[config.mk]
export PLATFORM = sky130hd
export DESIGN_NAME = eth_tx_frame_arbiter
export DESIGN_NICKNAME = d
export VERILOG_FILES = /design/src/rtl/eth_arb_pkg.sv /design/src/rtl/axis_reg_slice.sv /design/src/rtl/eth_tx_frame_arbiter.sv
export SDC_FILE = /design/constraint.sdc
export NUM_CORES = 1
export LEC_CHECK = 0
export ABC_AREA = 1
export CORE_UTILIZATION = 50
export CTS_CLUSTER_SIZE = 20
export DETAILED_ROUTE_END_ITERATION = 8
export GPL_ROUTABILITY_DRIVEN = 0
export GPL_TIMING_DRIVEN = 0
export PLACE_DENSITY_LB_ADDON = 0.1
export REMOVE_ABC_BUFFERS = 1
export SLEW_MARGIN = 20
export SYNTH_ARGS = -nofsm -noshare
export SYNTH_HDL_FRONTEND = slang
export SYNTH_HIERARCHICAL = 1
export SYNTH_SLANG_ARGS = --single-unit
[constraint.sdc]
create_clock -name clock -period 1.65 [get_ports clock]
set_input_delay 0.495 -clock clock [delete_from_list [all_inputs] [get_ports clock]]
set_output_delay 0.495 -clock clock [all_outputs]
set_load 0.005 [all_outputs]
[src/rtl/eth_arb_pkg.sv]
// Shared types and helpers for the Ethernet transmit frame arbiter.
//   arb_state_t : arbiter FSM state encoding (IDLE, XFER, GAP)
//   MAX_PORTS   : upper bound on the number of source ports
//   rr_select   : round-robin pick of the first requester at or after ptr
package eth_arb_pkg;

  localparam int MAX_PORTS = 8;
  localparam int PTR_W     = $clog2(MAX_PORTS);

  typedef enum logic [1:0] {
    IDLE = 2'd0,
    XFER = 2'd1,
    GAP  = 2'd2
  } arb_state_t;

  // valid must be zero above the real port count. The scan then covers
  // every offset 0..MAX_PORTS-1 from ptr, and walking downward makes the
  // smallest offset the one that sticks.
  function automatic logic [PTR_W-1:0] rr_select(input logic [MAX_PORTS-1:0] valid,
                                                 input logic [PTR_W-1:0]     ptr);
    logic [PTR_W-1:0] idx;
    rr_select = ptr;
    for (int i = MAX_PORTS - 1; i >= 0; i--) begin
      idx = ptr + PTR_W'(i);
      if (valid[idx]) rr_select = idx;
    end
  endfunction

endpackage

[src/rtl/axis_reg_slice.sv]
// Two-entry skid buffer for a byte-wide AXI-Stream (data + last).
// Handshake: a beat moves on an interface in every cycle where tvalid and
// tready are both high at the rising clock edge. Once tvalid is raised, the
// sender holds it and the payload until that edge.
//   clock, aresetn           : clock, asynchronous active-low reset
//   s_tdata/s_tvalid/s_tlast : upstream beat; s_tready is a flop output
//   m_tdata/m_tvalid/m_tlast : registered downstream beat; m_tready in
module axis_reg_slice (
  input  logic       clock,
  input  logic       aresetn,
  input  logic [7:0] s_tdata,
  input  logic       s_tvalid,
  output logic       s_tready,
  input  logic       s_tlast,
  output logic [7:0] m_tdata,
  output logic       m_tvalid,
  input  logic       m_tready,
  output logic       m_tlast
);

  logic       skid_valid;
  logic [7:0] skid_data;
  logic       skid_last;
  logic       in_fire;

  // Ready depends only on the skid flop, so m_tready never reaches s_tready.
  assign s_tready = !skid_valid;
  assign in_fire  = s_tvalid && !skid_valid;

  always_ff @(posedge clock or negedge aresetn) begin
    if (!aresetn) begin
      m_tdata    <= '0;
      m_tvalid   <= 1'b0;
      m_tlast    <= 1'b0;
      skid_valid <= 1'b0;
      skid_data  <= '0;
      skid_last  <= 1'b0;
    end else if (!m_tvalid || m_tready) begin
      // Output register is free or draining this cycle.
      if (skid_valid) begin
        m_tdata    <= skid_data;
        m_tlast    <= skid_last;
        m_tvalid   <= 1'b1;
        skid_valid <= 1'b0;
      end else begin
        m_tvalid <= in_fire;
        if (in_fire) begin
          m_tdata <= s_tdata;
          m_tlast <= s_tlast;
        end
      end
    end else if (in_fire) begin
      // Output stalled: park the beat that was already in flight.
      skid_data  <= s_tdata;
      skid_last  <= s_tlast;
      skid_valid <= 1'b1;
    end
  end

endmodule

[src/rtl/eth_tx_frame_arbiter.sv]
// Frame-level round-robin arbiter in front of the RMII MAC transmit stream.
// One source is granted per frame and keeps the grant until its tlast beat
// is accepted. An optional idle gap follows each frame, and the merged
// stream leaves through a registered skid buffer.
//   clock, aresetn      : RMII reference clock, asynchronous active-low reset
//   s_tdata/s_tvalid/
//   s_tready/s_tlast    : per-source byte streams, packed by port index
//   m_tdata/m_tvalid/
//   m_tready/m_tlast    : merged stream to the MAC
//   grant               : index of the current or last granted source
//   busy                : high while in XFER or GAP
//   frame_count         : completed frames, wraps at 16 bits
//   dbg_state           : current FSM state
module eth_tx_frame_arbiter
  import eth_arb_pkg::*;
#(
  parameter int NUM_PORTS  = 2,
  parameter int IFG_CYCLES = 0
) (
  input  logic                         clock,
  input  logic                         aresetn,
  input  logic [NUM_PORTS*8-1:0]       s_tdata,
  input  logic [NUM_PORTS-1:0]         s_tvalid,
  output logic [NUM_PORTS-1:0]         s_tready,
  input  logic [NUM_PORTS-1:0]         s_tlast,
  output logic [7:0]                   m_tdata,
  output logic                         m_tvalid,
  input  logic                         m_tready,
  output logic                         m_tlast,
  output logic [$clog2(NUM_PORTS)-1:0] grant,
  output logic                         busy,
  output logic [15:0]                  frame_count,
  output arb_state_t                   dbg_state
);

  localparam int GW = $clog2(NUM_PORTS);

  arb_state_t       state, state_nxt;
  logic [GW-1:0]    grant_q;
  logic [GW-1:0]    rr_ptr;
  logic [15:0]      gap_cnt;
  logic [15:0]      frame_cnt;
  logic             busy_q;
  logic [PTR_W-1:0] sel;

  logic       sl_in_valid;
  logic       sl_in_ready;
  logic       sl_in_last;
  logic [7:0] sl_in_data;
  logic       beat_fire;
  logic       last_fire;

  assign sel        = rr_select(MAX_PORTS'(s_tvalid), PTR_W'(rr_ptr));
  assign sl_in_data = s_tdata[{grant_q, 3'b000} +: 8];
  assign sl_in_last = s_tlast[grant_q];
  assign beat_fire  = sl_in_valid && sl_in_ready;
  assign last_fire  = beat_fire && sl_in_last;

  // State register.
  always_ff @(posedge clock or negedge aresetn) begin
    if (!aresetn) state <= IDLE;
    else          state <= state_nxt;
  end

  // Next-state logic.
  always_comb begin
    state_nxt = state;
    unique case (state)
      IDLE:    if (|s_tvalid) state_nxt = XFER;
      XFER:    if (last_fire) state_nxt = (IFG_CYCLES > 0) ? GAP : IDLE;
      GAP:     if (gap_cnt == '0) state_nxt = IDLE;
      default: state_nxt = IDLE;
    endcase
  end

  // Outputs: only the granted source sees the slice's ready, and only in
  // XFER; other sources hold their beats until their own grant.
  always_comb begin
    s_tready    = '0;
    sl_in_valid = 1'b0;
    if (state == XFER) begin
      s_tready[grant_q] = sl_in_ready;
      sl_in_valid       = s_tvalid[grant_q];
    end
  end

  // Grant, round-robin pointer, gap counter, frame counter and busy.
  always_ff @(posedge clock or negedge aresetn) begin
    if (!aresetn) begin
      grant_q   <= '0;
      rr_ptr    <= '0;
      gap_cnt   <= '0;
      frame_cnt <= '0;
      busy_q    <= 1'b0;
    end else begin
      busy_q <= (state_nxt != IDLE);
      if (state == IDLE && |s_tvalid) grant_q <= GW'(sel);
      if (last_fire) begin
        rr_ptr    <= (grant_q == GW'(NUM_PORTS - 1)) ? '0 : grant_q + 1'b1;
        frame_cnt <= frame_cnt + 16'd1;
      end
      // Loading IFG-1 and leaving after zero gives exactly IFG gap cycles.
      if (state == XFER && state_nxt == GAP) gap_cnt <= 16'(IFG_CYCLES - 1);
      else if (state == GAP && gap_cnt != '0) gap_cnt <= gap_cnt - 16'd1;
    end
  end

  assign grant       = grant_q;
  assign busy        = busy_q;
  assign frame_count = frame_cnt;
  assign dbg_state   = state;

  axis_reg_slice u_slice (
    .clock    (clock),
    .aresetn  (aresetn),
    .s_tdata  (sl_in_data),
    .s_tvalid (sl_in_valid),
    .s_tready (sl_in_ready),
    .s_tlast  (sl_in_last),
    .m_tdata  (m_tdata),
    .m_tvalid (m_tvalid),
    .m_tready (m_tready),
    .m_tlast  (m_tlast)
  );

endmodule

==> impl_metrics.py <==
metrics = {
    "timing": {
        "max_freq_ghz": 0.599,
        "setup_viol": 1,
        "rsz0062_at_grt": "true",
        "fin_worst_skew_ns": 0.00873,
        "timing.final.ws_setup_ns": -0.0186,
        "period_share_pct": 101,
        "finalMaxSlewViolations": 0,
        "min_period_ns": 1.67,
        "final_hold_viol_count": 0,
        "tightest_slew_ns": 0.391,
        "slew_headroom_pct": 73.8,
        "totalNegativeSetupSlack_ns": -0.0186,
    },
    "setup_path": {
        "regToRegSetupSlack_ns": 0.11,
        "crit_type": "reg -> out",
        "r2r-start": "grant",
        "worstPathMaxFanout": 3,
        "arrival_ns": 1.17,
        "rr_endpoint": "u_slice/skid_data[4]",
        "worst_setup_path_end_kind": "output port",
        "r2r_cells": 8,
        "critical_path.startpoint_type": "register",
        "required_ns": 1.15,
    },
    "floorplan": {
        "rows": 29,
        "dieArea_mm2": 0.00686,
        "fp.dieH_um": 82.8,
        "core_mm2": 0.00631,
        "start_util_pct": 51.7,
        "fp.dieW_um": 82.8,
        "io_pins": 55,
    },
    "clocking": {
        "clk_path_buf_depth": 2,
        "cts_tree": "yes",
        "cts_max_level": 3,
        "root_buffer": "clkbuf_8",
        "cts_sinks": 57,
        "cts_buffers": 9,
        "clock_latency_ns": 0.32,
        "path_clk_slew_ns": 0.06,
    },
    "power": {
        "ir_drop_mv": 0.804,
        "power_uw": 5620,
        "powerDensity_mw_per_mm2": 1290,
        "power_leakage_uw": 0.00237,
    },
    "global_route": {
        "antenna_found_initial": 0,
        "grt_use_total_pct": 23.4,
        "first_global_vias": 2915,
        "grt_start_max_net_pins": 56,
        "grt_pass1_wl_um": 13100,
        "grt_overflow": 0,
    },
    "job": {
        "drv_cap": 0,
    },
    "finish": {
        "final_area_mm2": 0.00436,
        "drive_gt1_share_pct": 15.8,
        "utilization_pct": 69.1,
        "antenna_cells": 0,
        "syn_to_final_growth_pct": 33.6,
        "fin_nets": 569,
    },
    "status": {
        "violations": "negative setup slack",
        "outcome": "complete, but fails checks",
    },
    "yosys": {
        "avgSynthCellArea_um2": 7.24,
        "yosysWarnings": 6,
        "synth.ff_latch_count": 57,
        "synth_cells": 451,
        "yosysUniqueCellTypes": 26,
        "ys_seq_area_share_pct": 43.7,
        "syn_area_mm2": 0.00327,
    },
    "drt": {
        "wl_um": 7620,
        "drt_iter0_drc": 169,
        "wl_per_cell_um": 12.2,
        "drtAntennaViolNets": 0,
        "drcViolationCount": 0,
        "viasPerCell": 4.92,
        "drtPass1Iterations": 5,
        "vias": 3083,
    },
    "worst_hold_path": {
        "hold_class": "reg -> reg",
        "hold_start": "u_slice/m_tdata[4]",
        "whs_path_depth": 2,
        "min_to": "u_slice/m_tdata[4]",
    },
    "placement": {
        "place_area_mm2": 0.00384,
        "dp_hpwl_um": 4750,
        "dpl_worst_slack_ns": -0.625,
        "portBuffers": 54,
    },
}
-- worst max path at each step --
stage                endpoint               start  slack, ns  depth (start not counted)
5_1_grt           s_tready[1]        dbg_state[1]      -0.08                          4
4_1_cts           s_tready[1]        dbg_state[1]       -0.1                          4
6_report          s_tready[0]        dbg_state[1]      -0.02                          4
3_3_place_gp   frame_count[1]             aresetn      -1.78                          1
3_5_place_dp      s_tready[1]  u_slice/skid_valid      -0.63                          4
2_1_floorplan     s_tready[0]  u_slice/skid_valid       0.07                          3
-- cell type report --
class / instances / area [um2]
Clock buffer: 13 / 149
Clock inverter: 3 / 40.0
Fill cell: 521 / 1950
Inverter: 31 / 125
Multi-Input combinational cell: 357 / 1730
Sequential cell: 57 / 1430
Tap cell: 77 / 96.3
Timing Repair Buffer: 88 / 791
-- routing by layer --
| layer | vias to the layer above | GRT usage (%) | share of wire [%] |
|---|---|---|---|
| li1 | 1600 | - | - |
| met1 | 1390 | 30.9 | 46 |
| met2 | 87 | 39.1 | 47 |
| met5 | - | 0 | 0 |
| met4 | 0 | 7.99 | 0.87 |
| met3 | 6 | 3.68 | 5.6 |
-- registers in the layout (all words and copies together) (netlist names) --
register / flops
u_slice/skid_last: 1
u_slice/skid_data: 8
u_slice/m_tvalid: 1
frame_count: 16
busy: 1
gap_cnt: 16
rr_ptr: 1
u_slice/m_tdata: 8
dbg_state: 2
grant: 1
u_slice/skid_valid: 1
u_slice/m_tlast: 1
-- report_power, final --
| part | leakage (uW) | switching, uW | internal [uW] | total [uW] |
|---|---|---|---|---|
| Combinational | 0.00152 | 1370 | 1050 | 2410 |
| Clock | 0.0000974 | 530 | 736 | 1270 |
| Sequential | 0.000750 | 191 | 1750 | 1940 |
-- Yosys cell counts --
cell	count	area share, %
nor2_2	2	0.38
nand2_1	227	26
buf_6	7	2.4
xnor2_1	5	1.3
a21oi_4	1	0.50
nor2_1	40	4.6
ha_1	2	0.77
nand2_4	4	1.4
o21ai_0	10	1.5
nand3b_1	9	2.1
o21ai_1	3	0.46
nand3_2	2	0.61
buf_2	1	0.15
nand3_1	21	3.2
nor2_4	5	1.7
xor2_2	1	0.50
xor2_1	5	1.3
o21ai_2	1	0.27
nand2_2	2	0.38
nor2_8	1	0.61
inv_2	4	0.46
inv_1	27	3.1
nor3_1	4	0.61
dfrtp_1	57	44
nand4_1	9	1.7
clkbuf_1	1	0.11
-- logic make-up (layout without fill, tap and decap cells) --
logic type | Yosys count | in the layout | synth area share, %
and+or+nand+nor | 326 | 329 | 43.4
DFF | 57 | 57 | 43.7
adders and majority gates | 2 | 2 | 0.766
buffers and inverters | 40 | 135 | 6.24
xor gates and xnor gates | 11 | 11 | 3.18
AOI/OAI and AO/OA | 15 | 15 | 2.76
-- critical path, cell delays in order, from the launching register on --
cell	delay [ns]
dfrtp_1	0.41
inv_2	0.09
nand2_4	0.06
nor3_2	0.16
buf_2	0.13
-- per-stage QoR --
stage,hold slack (ns),cells
final,0.472,626
after global routing,0.481,626
after CTS,0.474,619
after detailed placement,0.298,574
after global placement,0.454,573
after floorplan,0.199,442
-- what timing repair did --
action	CTS	global route
setup endpoints to repair	80	41
gates cloned	1	2
hold buffers	1	0
pin swaps	3	6
buffers inserted	27	5
gates resized for setup	50	16
hold endpoints to repair	2	0
-- cells in the final DEF (no fill, tap or decap), types with 2 or more instances in the layout --
cell type	netlist	layout
o21ai_1	3	4
nand2_4	4	4
dlymetal6s2s_1	0	2
o21ai_0	10	9
inv_2	4	4
nor3_2	0	2
buf_2	1	2
nor3_1	4	2
clkbuf_1	1	3
dfrtp_2	0	2
nand2_1	227	225
clkinv_2	0	2
nor2_4	5	9
inv_4	0	2
buf_4	0	31
nand4_1	9	9
clkdlybuf4s50_1	0	19
dlygate4sd2_1	0	29
inv_1	27	24
nand2_2	2	3
nand3b_1	9	9
nor2_2	2	3
xor2_1	5	5
nor2_1	40	38
nand3_4	0	2
xnor2_1	5	5
nand3_1	21	21
clkbuf_8	0	10
dfrtp_1	57	55
No activity file was read; power rests on OpenSTA's default activity.
